<file path="config.mk">
export PLATFORM = sky130hd
export DESIGN_NAME = syncfilter
export DESIGN_NICKNAME = d
export VERILOG_FILES = /design/src/rtl/syncfilter_pkg.sv /design/src/rtl/syncfiltercell.sv /design/src/rtl/syncfilter.sv
export SDC_FILE = /design/constraint.sdc
export NUM_CORES = 1
export LEC_CHECK = 0
export ABC_AREA = 1
export BUFFER_PORTS_ARGS = -buffer_cell sky130_fd_sc_hd__buf_2
export CELL_PAD_IN_SITES_DETAIL_PLACEMENT = 1
export CELL_PAD_IN_SITES_GLOBAL_PLACEMENT = 2
export CORE_AREA = 4 4 41 43
export DETAILED_ROUTE_END_ITERATION = 7
export DIE_AREA = 0 0 45 47
export GPL_ROUTABILITY_DRIVEN = 0
export PLACE_DENSITY = 0.55
export SLEW_MARGIN = 20
export SYNTH_ARGS = -nofsm -noshare
export SYNTH_HDL_FRONTEND = slang
export SYNTH_HIERARCHICAL = 1
export SYNTH_SLANG_ARGS = --single-unit
</file>
<file path="constraint.sdc">
create_clock -name clk -period 1.4 [get_ports clk]
set_input_delay 0.21 -clock clk [delete_from_list [all_inputs] [get_ports clk]]
set_output_delay 0.21 -clock clk [all_outputs]
set_load 0.005 [all_outputs]
</file>
<file path="src/rtl/syncfilter_pkg.sv">
// Shared helpers for the syncfilter input synchronizer/filter.
package syncfilter_pkg;

   // Width of a counter that can hold values up to FILTER.
   function automatic int cnt_width(input int filter);
      return (filter < 1) ? 1 : $clog2(filter + 1);
   endfunction

endpackage

</file>
<file path="src/rtl/syncfiltercell.sv">
// One channel: flop synchronizer chain, stability counter, filtered level and edge pulses.
module syncfiltercell
   import syncfilter_pkg::*;
#(
   parameter int   STAGES   = 2,
   parameter int   FILTER   = 4,
   parameter logic RESETVAL = 1'b0
) (
   input  logic clk,
   input  logic reset,
   input  logic d,
   output logic q,
   output logic rise,
   output logic fall
);

   localparam int            CW       = cnt_width(FILTER);
   localparam logic [CW-1:0] CNT_LAST = CW'(FILTER - 1);

   logic [STAGES-1:0] sync_reg, sync_next;
   logic [CW-1:0]     cnt_reg, cnt_next;
   logic              q_reg, q_next;
   logic              rise_reg, rise_next;
   logic              fall_reg, fall_next;
   logic              s;

   assign s = sync_reg[STAGES-1];

   always_comb begin
      sync_next = {sync_reg[STAGES-2:0], d};
      cnt_next  = '0;
      q_next    = q_reg;
      rise_next = 1'b0;
      fall_next = 1'b0;
      // Any cycle where s agrees with q discards the partial count.
      if (s != q_reg) begin
         if (cnt_reg == CNT_LAST) begin
            q_next    = s;
            rise_next = s;
            fall_next = ~s;
         end else begin
            cnt_next = cnt_reg + CW'(1);
         end
      end
   end

   always_ff @(posedge clk) begin
      if (reset) begin
         sync_reg <= {STAGES{RESETVAL}};
         cnt_reg  <= '0;
         q_reg    <= RESETVAL;
         rise_reg <= 1'b0;
         fall_reg <= 1'b0;
      end else begin
         sync_reg <= sync_next;
         cnt_reg  <= cnt_next;
         q_reg    <= q_next;
         rise_reg <= rise_next;
         fall_reg <= fall_next;
      end
   end

   assign q    = q_reg;
   assign rise = rise_reg;
   assign fall = fall_reg;

endmodule

</file>
<file path="src/rtl/syncfilter.sv">
// Multi-bit asynchronous input synchronizer with per-bit glitch filter and edge detect.
module syncfilter
   import syncfilter_pkg::*;
#(
   parameter int               WIDTH    = 1,
   parameter int               STAGES   = 2,
   parameter int               FILTER   = 4,
   parameter logic [WIDTH-1:0] RESETVAL = '0
) (
   input  logic             clk,
   input  logic             reset,
   input  logic [WIDTH-1:0] d,
   output logic [WIDTH-1:0] q,
   output logic [WIDTH-1:0] rise,
   output logic [WIDTH-1:0] fall
);

   if (STAGES < 2 || FILTER < 1) begin : g_bad_params
      $error("syncfilter: STAGES must be >= 2 and FILTER must be >= 1");
   end

   // Channels are fully independent; no cross-bit coherency.
   for (genvar gi = 0; gi < WIDTH; gi++) begin : g_chan
      syncfiltercell #(
         .STAGES   (STAGES),
         .FILTER   (FILTER),
         .RESETVAL (RESETVAL[gi])
      ) u_cell (
         .clk   (clk),
         .reset (reset),
         .d     (d[gi]),
         .q     (q[gi]),
         .rise  (rise[gi]),
         .fall  (fall[gi])
      );
   end

endmodule
</file>
; Word-level counts from Yosys, hierarchy flattened
; Index checks and enable logic that the tools add are counted.
[word_totals]
ff_bits = 8
latchBits = 0
mem_bits_rw = 0
rom_bits = 0
out_inout_bits = 3
word_cells = 14
n_memories = 0
[op_classes]
add_sub_neg = 1
n_mul = 0
div_mod_pow = 0
order_cmp = 0
n_eq_ne = 2
shifts = 0
mux = 0
n_bitwise = 3
n_reduce_logical = 3
[ops]
columns = cell, n
row1 = $reduce_or A3 Y1, 2
row2 = $add A3 B1 Y3 const B, 1
row3 = $eq A3 B2 Y1 const B, 1
row4 = $not A1 Y1, 3
row5 = $reduce_and A2 Y1, 1
row6 = $ne A1 B1 Y1, 1

; Depth between registers and ports, before layout
; Gate-level depths: netlist of run 1.
[logic_depth]
word_depth = 3
ltp_mapped = 5
depth_no_buf = 5

; Worst setup path after synthesis of run 1
; OpenSTA, ideal clock, no wires.
[synth_path]
path_type = flip-flop to flip-flop
start = register g_chan[0].u_cell.cnt_reg[0]
end = register g_chan[0].u_cell.cnt_reg[0]
setup_ps = 65
arrival_time_ps = 952
path_slack_ps = 384
stages_incl_launch_ff = 6
path_cell_list = dfxtp_1 -> ha_1 -> ha_1 -> inv_1 -> nand4_2 -> nor2_1
[synth_via]
elab_chain_len = 2
word_cells_on_any_way = 3
[synth_lines]
columns = item, line_no
row1 = from (decl), syncfiltercell.sv:21  ; logic [CW-1:0] cnt_reg, cnt_next;
row2 = from (signal assigned), syncfiltercell.sv:56  ; cnt_reg <= cnt_next;
row3 = "parallel branches: the longest is 2 deep, another holds $add A3 B1 Y3", n/a
; Several ways; the timed one is not identified.
; A chain may end at the register's enable or synchronous reset.

; Final worst setup path of run 1
[layout_path]
start = register g_chan[0].u_cell.cnt_reg[0]
end = register g_chan[0].u_cell.cnt_reg[1]
; The elaborated chain is that of the path after synthesis.

==> summary.txt, run 1 <==
register-to-register setup slack -> 0.28 ns
max reg flops -> 3
Sink Count -> 8
fraction of layout cells with a size suffix above 1 -> 0.268
setup tns final -> 0 ns
Yosys reg bits -> 8
ys flop type -> dfxtp_1
most common cell in the synthesized netlist -> inv_1
# rows -> 13
DR vias/cell -> 3.89
Routed WL per cell -> 8.43 µm
minimum clock period -> 1.12 ns
fin cells -> 56
f_max -> 0.893 GHz
area delta synth->final -> 22.9%
Synth area leaders -> dfxtp_1 (55%), inv_1 (12%), ha_1 (8.7%)
final setup vio count -> 0
Synth Instances -> 33
Avg Cell Area, Syn -> 8.76 µm²
DRC -> 0
total congestion overflow -> 0
CP Launch Type -> register
nets -> 48
Post-Route WL -> 472 µm
worst reg2reg endpoint -> g_chan[0].u_cell/cnt_reg[1]
Leak -> 0.177 nW
largest net degree at the start of global routing -> 6
CP max stage cell -> dfxtp_1
worst slack, placed -> 0.283 ns
post-synthesis cell type count -> 10
post-synthesis simple-gate area fraction -> 0.212
Worst-Skew Late Latency -> 0.25 ns
CTS Buf Count -> 3
Die Width -> 45 µm
Data arrival, critical path -> 1.31 ns
initial antenna violation count -> 0
reg2reg path depth -> 5
r2r startpoint -> g_chan[0].u_cell/cnt_reg[0]
Synth Area in XOR/XNOR -> 0
worst hold endpoint -> g_chan[0].u_cell/sync_reg[0]
Crit Path Class -> register to register
max-cap violations -> 0
Compound-Gate Fraction of Synth Area -> 0.0173
worst setup margin -> 0.281 ns
syn_nets -> 38
Initial Util -> 0.222
total track usage -> 0.0593
Final Hold Viols -> 0
Least-Margin Pin Slew -> 0.156 ns
RSZ-0062 raised after global routing -> no
crit path max fanout -> 4
post-synthesis mux area share -> 0
Cell Area, Synth -> 289 µm²
Post-synth EDFFs -> 0
period utilization -> 0.799
Post-CTS Setup Bufs -> 0
placed cell count -> 53
I/O pins -> 6
Rel. slew slack -> 0.896
Max clock buf depth -> 2
H-tree depth -> 1
worst min path class -> primary input to register
vias post-DR -> 218
hold path depth -> 2
Pwr Total -> 0.000420 W
Synth Warn # -> 6
critical path capture point type -> register
vias in the first global route -> 179
Max stage delay on crit path -> 0.31 ns
WP data required -> 1.59 ns
port bufs -> 5
post-cts resize count -> 0
Synth Area in Adders -> 0.0866
Final ANT Viol Nets -> 0
post-DP HPWL -> 378 µm
die area -> 2120 µm²
CP most frequent cell -> ha_1
skew final -> 0.00197 ns
DR iter-0 viols -> 3
Pre-Repair DR Iteration Count -> 2
PD cells -> 1180 nW/µm²
diodes inserted -> 0
CTS tree -> yes
Hold Buf Count CTS -> 0
share of synthesized registers carrying an async set or reset -> 0
Hold Crit Start -> reset
Seq/Total Area, Yosys -> 0.554
Synth top area share -> 0.554
Reg clk slew, reported paths -> 0.05 ns
worst path cell trace -> ha_1, ha_1, inv_1, nand4_2, nor2_1
final slew viol count -> 0
Root Driver -> clkbuf_4
worst vdd ir -> 0.542 mV
die height -> 47 µm
outcome -> completed
area leader, netlist -> dfxtp_1
Core Area -> 1300 µm²
largest family of logic cells by synthesized area -> simple AND/OR/NAND/NOR gates
synth cell count leaders -> inv_1 (9), dfxtp_1 (8), nor2_1 (5), nand2_1 (3)
first-pass GRT wire length -> 765 µm
[cells by family after synthesis]
kind of cell / Yosys count
simple gates: 12
buf+inv: 10
flops: 8
fa+ha+maj: 2
compound gates: 1
[report_power, final]
part	internal [W]	total, W	switching, W
clock	0.0000980	0.000174	0.0000763
sequential	0.000231	0.000234	0.00000218
combinational	0.00000491	0.0000118	0.00000694
[how the worst max path moves through the flow]
stage	start	to	slack [ns]	cells past startpoint
floorplan	g_chan[0].u_cell/cnt_reg[0]	g_chan[0].u_cell/cnt_reg[0]	0.38	5
global placement	g_chan[0].u_cell/cnt_reg[0]	g_chan[0].u_cell/cnt_reg[2]	0.31	5
detailed placement	g_chan[0].u_cell/cnt_reg[0]	g_chan[0].u_cell/cnt_reg[1]	0.28	5
CTS	g_chan[0].u_cell/cnt_reg[0]	g_chan[0].u_cell/cnt_reg[1]	0.27	5
global route	g_chan[0].u_cell/cnt_reg[0]	g_chan[0].u_cell/cnt_reg[0]	0.16	5
finish	g_chan[0].u_cell/cnt_reg[0]	g_chan[0].u_cell/cnt_reg[1]	0.28	5
[stage by stage]
step,instance area (µm²),util,hold WS [ns]
finish,355,0.273,0.157
global route,355,0.273,0.152
CTS,355,0.273,0.144
detailed placement,333,0.256,0.399
global placement,333,0.256,0.395
floorplan,289,-,0.279
[worst max-delay path, delay by kind of cell, from the launching register on]
| family | cells | cell delay (ns) |
|---|---|---|
| adder cells (fa/ha/maj) | 2 | 0.41 |
| buffers and inverters | 1 | 0.10 |
| flip-flops | 1 | 0.31 |
| AND/OR/NAND/NOR | 2 | 0.23 |
[placed cells by master (no fill, tap or decap), types with 2 or more instances in the layout]
cell,netlist,routed
buf_2,0,5
clkbuf_4,0,3
dfxtp_1,8,8
ha_1,2,2
inv_1,9,9
nand2_1,3,3
nand4_1,2,2
nor2_1,5,5
[cell type report]
type	instances	area [µm²]
Clock buffer	3	22.5
Tap cell	15	18.8
Sequential cell	8	160
Multi-Input combinational cell	15	91.3
Fill cell	165	946
Timing Repair Buffer	5	25.0
Inverter	10	37.5
[layer usage]
metal  part of all wire  vias up  wire (µm)  GRT usage
li1                   -      115          -          -
met1               0.43       97        203     0.0594
met2               0.46        6        218     0.0706
met3               0.11        0         50     0.0690
met4                  0        0          0     0.0351
met5                  0        -          0          0
Note: power is estimated with default switching activity, not from simulation.
==> run 2: changes to the inputs <==
ABC_AREA = 0   (was 1)
PLACE_DENSITY = 0.48   (was 0.55)
clock period = 1.2 ns   (was 1.4 ns; I/O delays follow)
==> run 2 against run 1 <==
Clock skew rose by 0.00082 ns. Non-clock buffer count is the same. Global-route usage barely moved. Wire length up 13%. Hold slack got worse by 0.011 ns. Die area did not move. Largest power group unchanged.
==> summary.txt, run 2 <==
outcome -> completed
worst path cell trace -> ha_1, ha_4, nor4_1
Yosys reg bits -> 8 (unchanged)
total congestion overflow -> 0 (unchanged)
DR vias/cell -> 4.05 (+3.9%)
crit path max fanout -> 2 (-2)
Logic pwr share -> 0.029 (about the same)
WP data required -> 1.35 ns (-0.24 ns)
Final Hold Viols -> 0 (unchanged)
Cell Area, Synth -> 277 µm² (-4.3%)
final setup vio count -> 0 (unchanged)
Seq/Total Area, Yosys -> 0.579 (+0.0251)
Least-Margin Pin Slew -> 0.350 ns (+0.194 ns)
Avg Cell Area, Syn -> 13.2 µm² (+50%)
first-pass GRT wire length -> 834 µm (+9.0%)
Rel. slew slack -> 0.765 (-0.131)
Worst-Skew Late Latency -> 0.25 ns (about the same)
initial antenna violation count -> 0 (unchanged)
Pwr Total -> 0.000485 W (+16%)
CP max stage cell -> dfxtp_1
share of synthesized registers carrying an async set or reset -> 0 (unchanged)
Synth Instances -> 21 (-36%)
CTS tree -> yes
fin cells -> 44 (-21%)
minimum clock period -> 1.11 ns (-0.00633 ns)
DRC -> 0 (unchanged)
ys flop type -> dfxtp_1
max reg flops -> 3 (unchanged)
Pre-Repair DR Iteration Count -> 1 (-1)
max-cap violations -> 0 (unchanged)
Synth area leaders -> dfxtp_1 (58%), and4bb_2 (9.0%), ha_1 (9.0%)
Synth top area share -> 0.579 (+0.0251)
vias in the first global route -> 194 (+8.4%)
diodes inserted -> 0 (unchanged)
most common cell in the synthesized netlist -> dfxtp_1
Routed WL per cell -> 12.1 µm (+44%)
post-layout util -> 0.278 (+0.00481)
FILL cells -> 160 (-3.0%)
die area -> 2120 µm² (unchanged)
Post-synth EDFFs -> 0 (unchanged)
Sink Count -> 8 (unchanged)
placed cell count -> 41 (-23%)
worst vdd ir -> 0.474 mV (-13%)
skew final -> 0.00278 ns (+0.000815 ns)
Data arrival, critical path -> 1.27 ns (-0.04 ns)
port bufs -> 5 (unchanged)
CP top delay family -> adder cells
period utilization -> 0.927 (+0.128)
area leader, netlist -> dfxtp_1
most frequent cells in the layout -> dfxtp_1 (8), buf_2 (5), clkbuf_4 (3), and4bb_2 (2), nor2b_1 (2)
Reg clk slew, reported paths -> 0.05 ns (about the same)
critical path capture point type -> register
nets -> 36 (-25%)
DR iter-0 viols -> 0 (-3)
CP Launch Type -> register
Crit Path Class -> register to register
Leak -> 0.141 nW (-20%)
commonest non-fill, non-tap cell in the layout -> dfxtp_1
post-synthesis cell type count -> 10 (unchanged)
Buf/Inv on CP -> 0 (-1)
Final ANT Viol Nets -> 0 (unchanged)
Max clock buf depth -> 2 (unchanged)
Die Width -> 45 µm (unchanged)
Net Sw Power -> 0.0000939 W (+9.9%)
area delta synth->final -> 30.8%
sequential fraction of design power -> 0.562 (+0.005)
synth cell count leaders -> dfxtp_1 (8), and4bb_2 (2), ha_1 (2), nor2b_1 (2), nor4_1 (2)
largest net degree at the start of global routing -> 9 (+3)
Core Area -> 1300 µm² (unchanged)
I/O pins -> 6 (unchanged)
RSZ-0062 raised after global routing -> no
Synth Warn # -> 6 (unchanged)
syn_nets -> 26 (-32%)
fraction of layout cells with a size suffix above 1 -> 0.448 (+0.180)
worst slack, placed -> 0.0393 ns (-0.243 ns)
Multi-input gate area -> 131 µm² (+44%)
vias post-DR -> 178 (-18%)
storage element area -> 160 µm² (unchanged)
CTS Buf Count -> 3 (unchanged)
switching share of power -> 0.194 (-0.00991)
Initial Util -> 0.212 (-0.00962)
final slew viol count -> 0 (unchanged)
f_max -> 0.899 GHz (+0.57%)
PD cells -> 1340 nW/µm² (+14%)
Root Driver -> clkbuf_4
worst min path class -> primary input to register
die height -> 47 µm (unchanged)
# rows -> 13 (unchanged)
total track usage -> 0.0595 (+0.000141)
Int Pwr -> 0.000391 W (+17%)
Clock Power Share -> 0.409 (-0.006)
setup tns final -> 0 ns (unchanged)
Max stage delay on crit path -> 0.32 ns (about the same)
worst setup margin -> 0.0870 ns (-0.194 ns)
Post-Route WL -> 533 µm (+13%)
H-tree depth -> 1 (unchanged)
-- run 2: cell count changes in the layout (fill, tap and decap cells not counted), sizes merged --
cell / delta
nor2b: +2
and4bb: +2
a21oi: -1
mux2i: +1
nor4b: +1
inv: -9
nand2: -4
nand4: -3
nor2: -4
xnor2: +1
nor4: +2
-- run 2: final cells by class --
cell class / count / area share
clock buffers: 3 / 0.0623
inverters: 1 / 0.0104
multi-input cells: 12 / 0.363
flip-flops and latches: 8 / 0.443
well taps: 15 / 0.0519
repair buffers: 5 / 0.0692
-- run 2: kinds of logic after synthesis --
group,after synthesis,share of synthesized area
and+or+nand+nor,8,0.249
buffers and inverters,1,0.0136
xor gates and xnor gates,1,0.0317
adders and majority gates,2,0.0905
DFF,8,0.579
muxes,1,0.0362
-- run 2: path summary, 6_finish.rpt --
path / from / to / slack, ns / cells past startpoint
hold / removal: d / g_chan[0].u_cell/sync_reg[0] / 0.15 / 2
hold reg to reg: g_chan[0].u_cell/sync_reg[0] / g_chan[0].u_cell/sync_reg[1] / 0.44 / 1
setup / recovery: g_chan[0].u_cell/cnt_reg[0] / g_chan[0].u_cell/cnt_reg[2] / 0.09 / 3
setup reg to reg: g_chan[0].u_cell/cnt_reg[0] / g_chan[0].u_cell/cnt_reg[2] / 0.09 / 3
-- run 2: timing repair --
item	CTS	global route
gates resized for setup	0	3
hold buffers	0	0
endpoints found under the setup margin	0	3
buffers inserted	0	0
-- run 2: per-layer routing --
layer / vias up / share of wire / global-route usage
met1: 81 / 0.48 / 0.0713
met4: 0 / 0.0075 / 0.0702
met2: 4 / 0.45 / 0.0734
met5: - / 0 / 0
met3: 2 / 0.056 / 0.0230
li1: 91 / - / -
-- run 2: power groups by stage --
stage           logic (W)  clock network [W]  registers, W
2_1_floorplan  0.00000623                  0      0.000277
3_3_place_gp    0.0000134                  0      0.000278
3_5_place_dp    0.0000135                  0      0.000278
4_1_cts         0.0000136           0.000210      0.000272
5_1_grt         0.0000161           0.000217      0.000273
6_report        0.0000141           0.000198      0.000273
-- run 2: through the flow --
stage               area (µm²)  hold WS (ns)
floorplan                  277         0.252
global placement           320         0.397
detailed placement         320         0.399
CTS                        343         0.141
global route               362         0.160
finish                     362         0.146
-- run 2: worst register-to-register path: stages (launching register included) --
cell	delay, ns
dfxtp_1	0.32
ha_1	0.23
ha_4	0.21
nor4_1	0.26
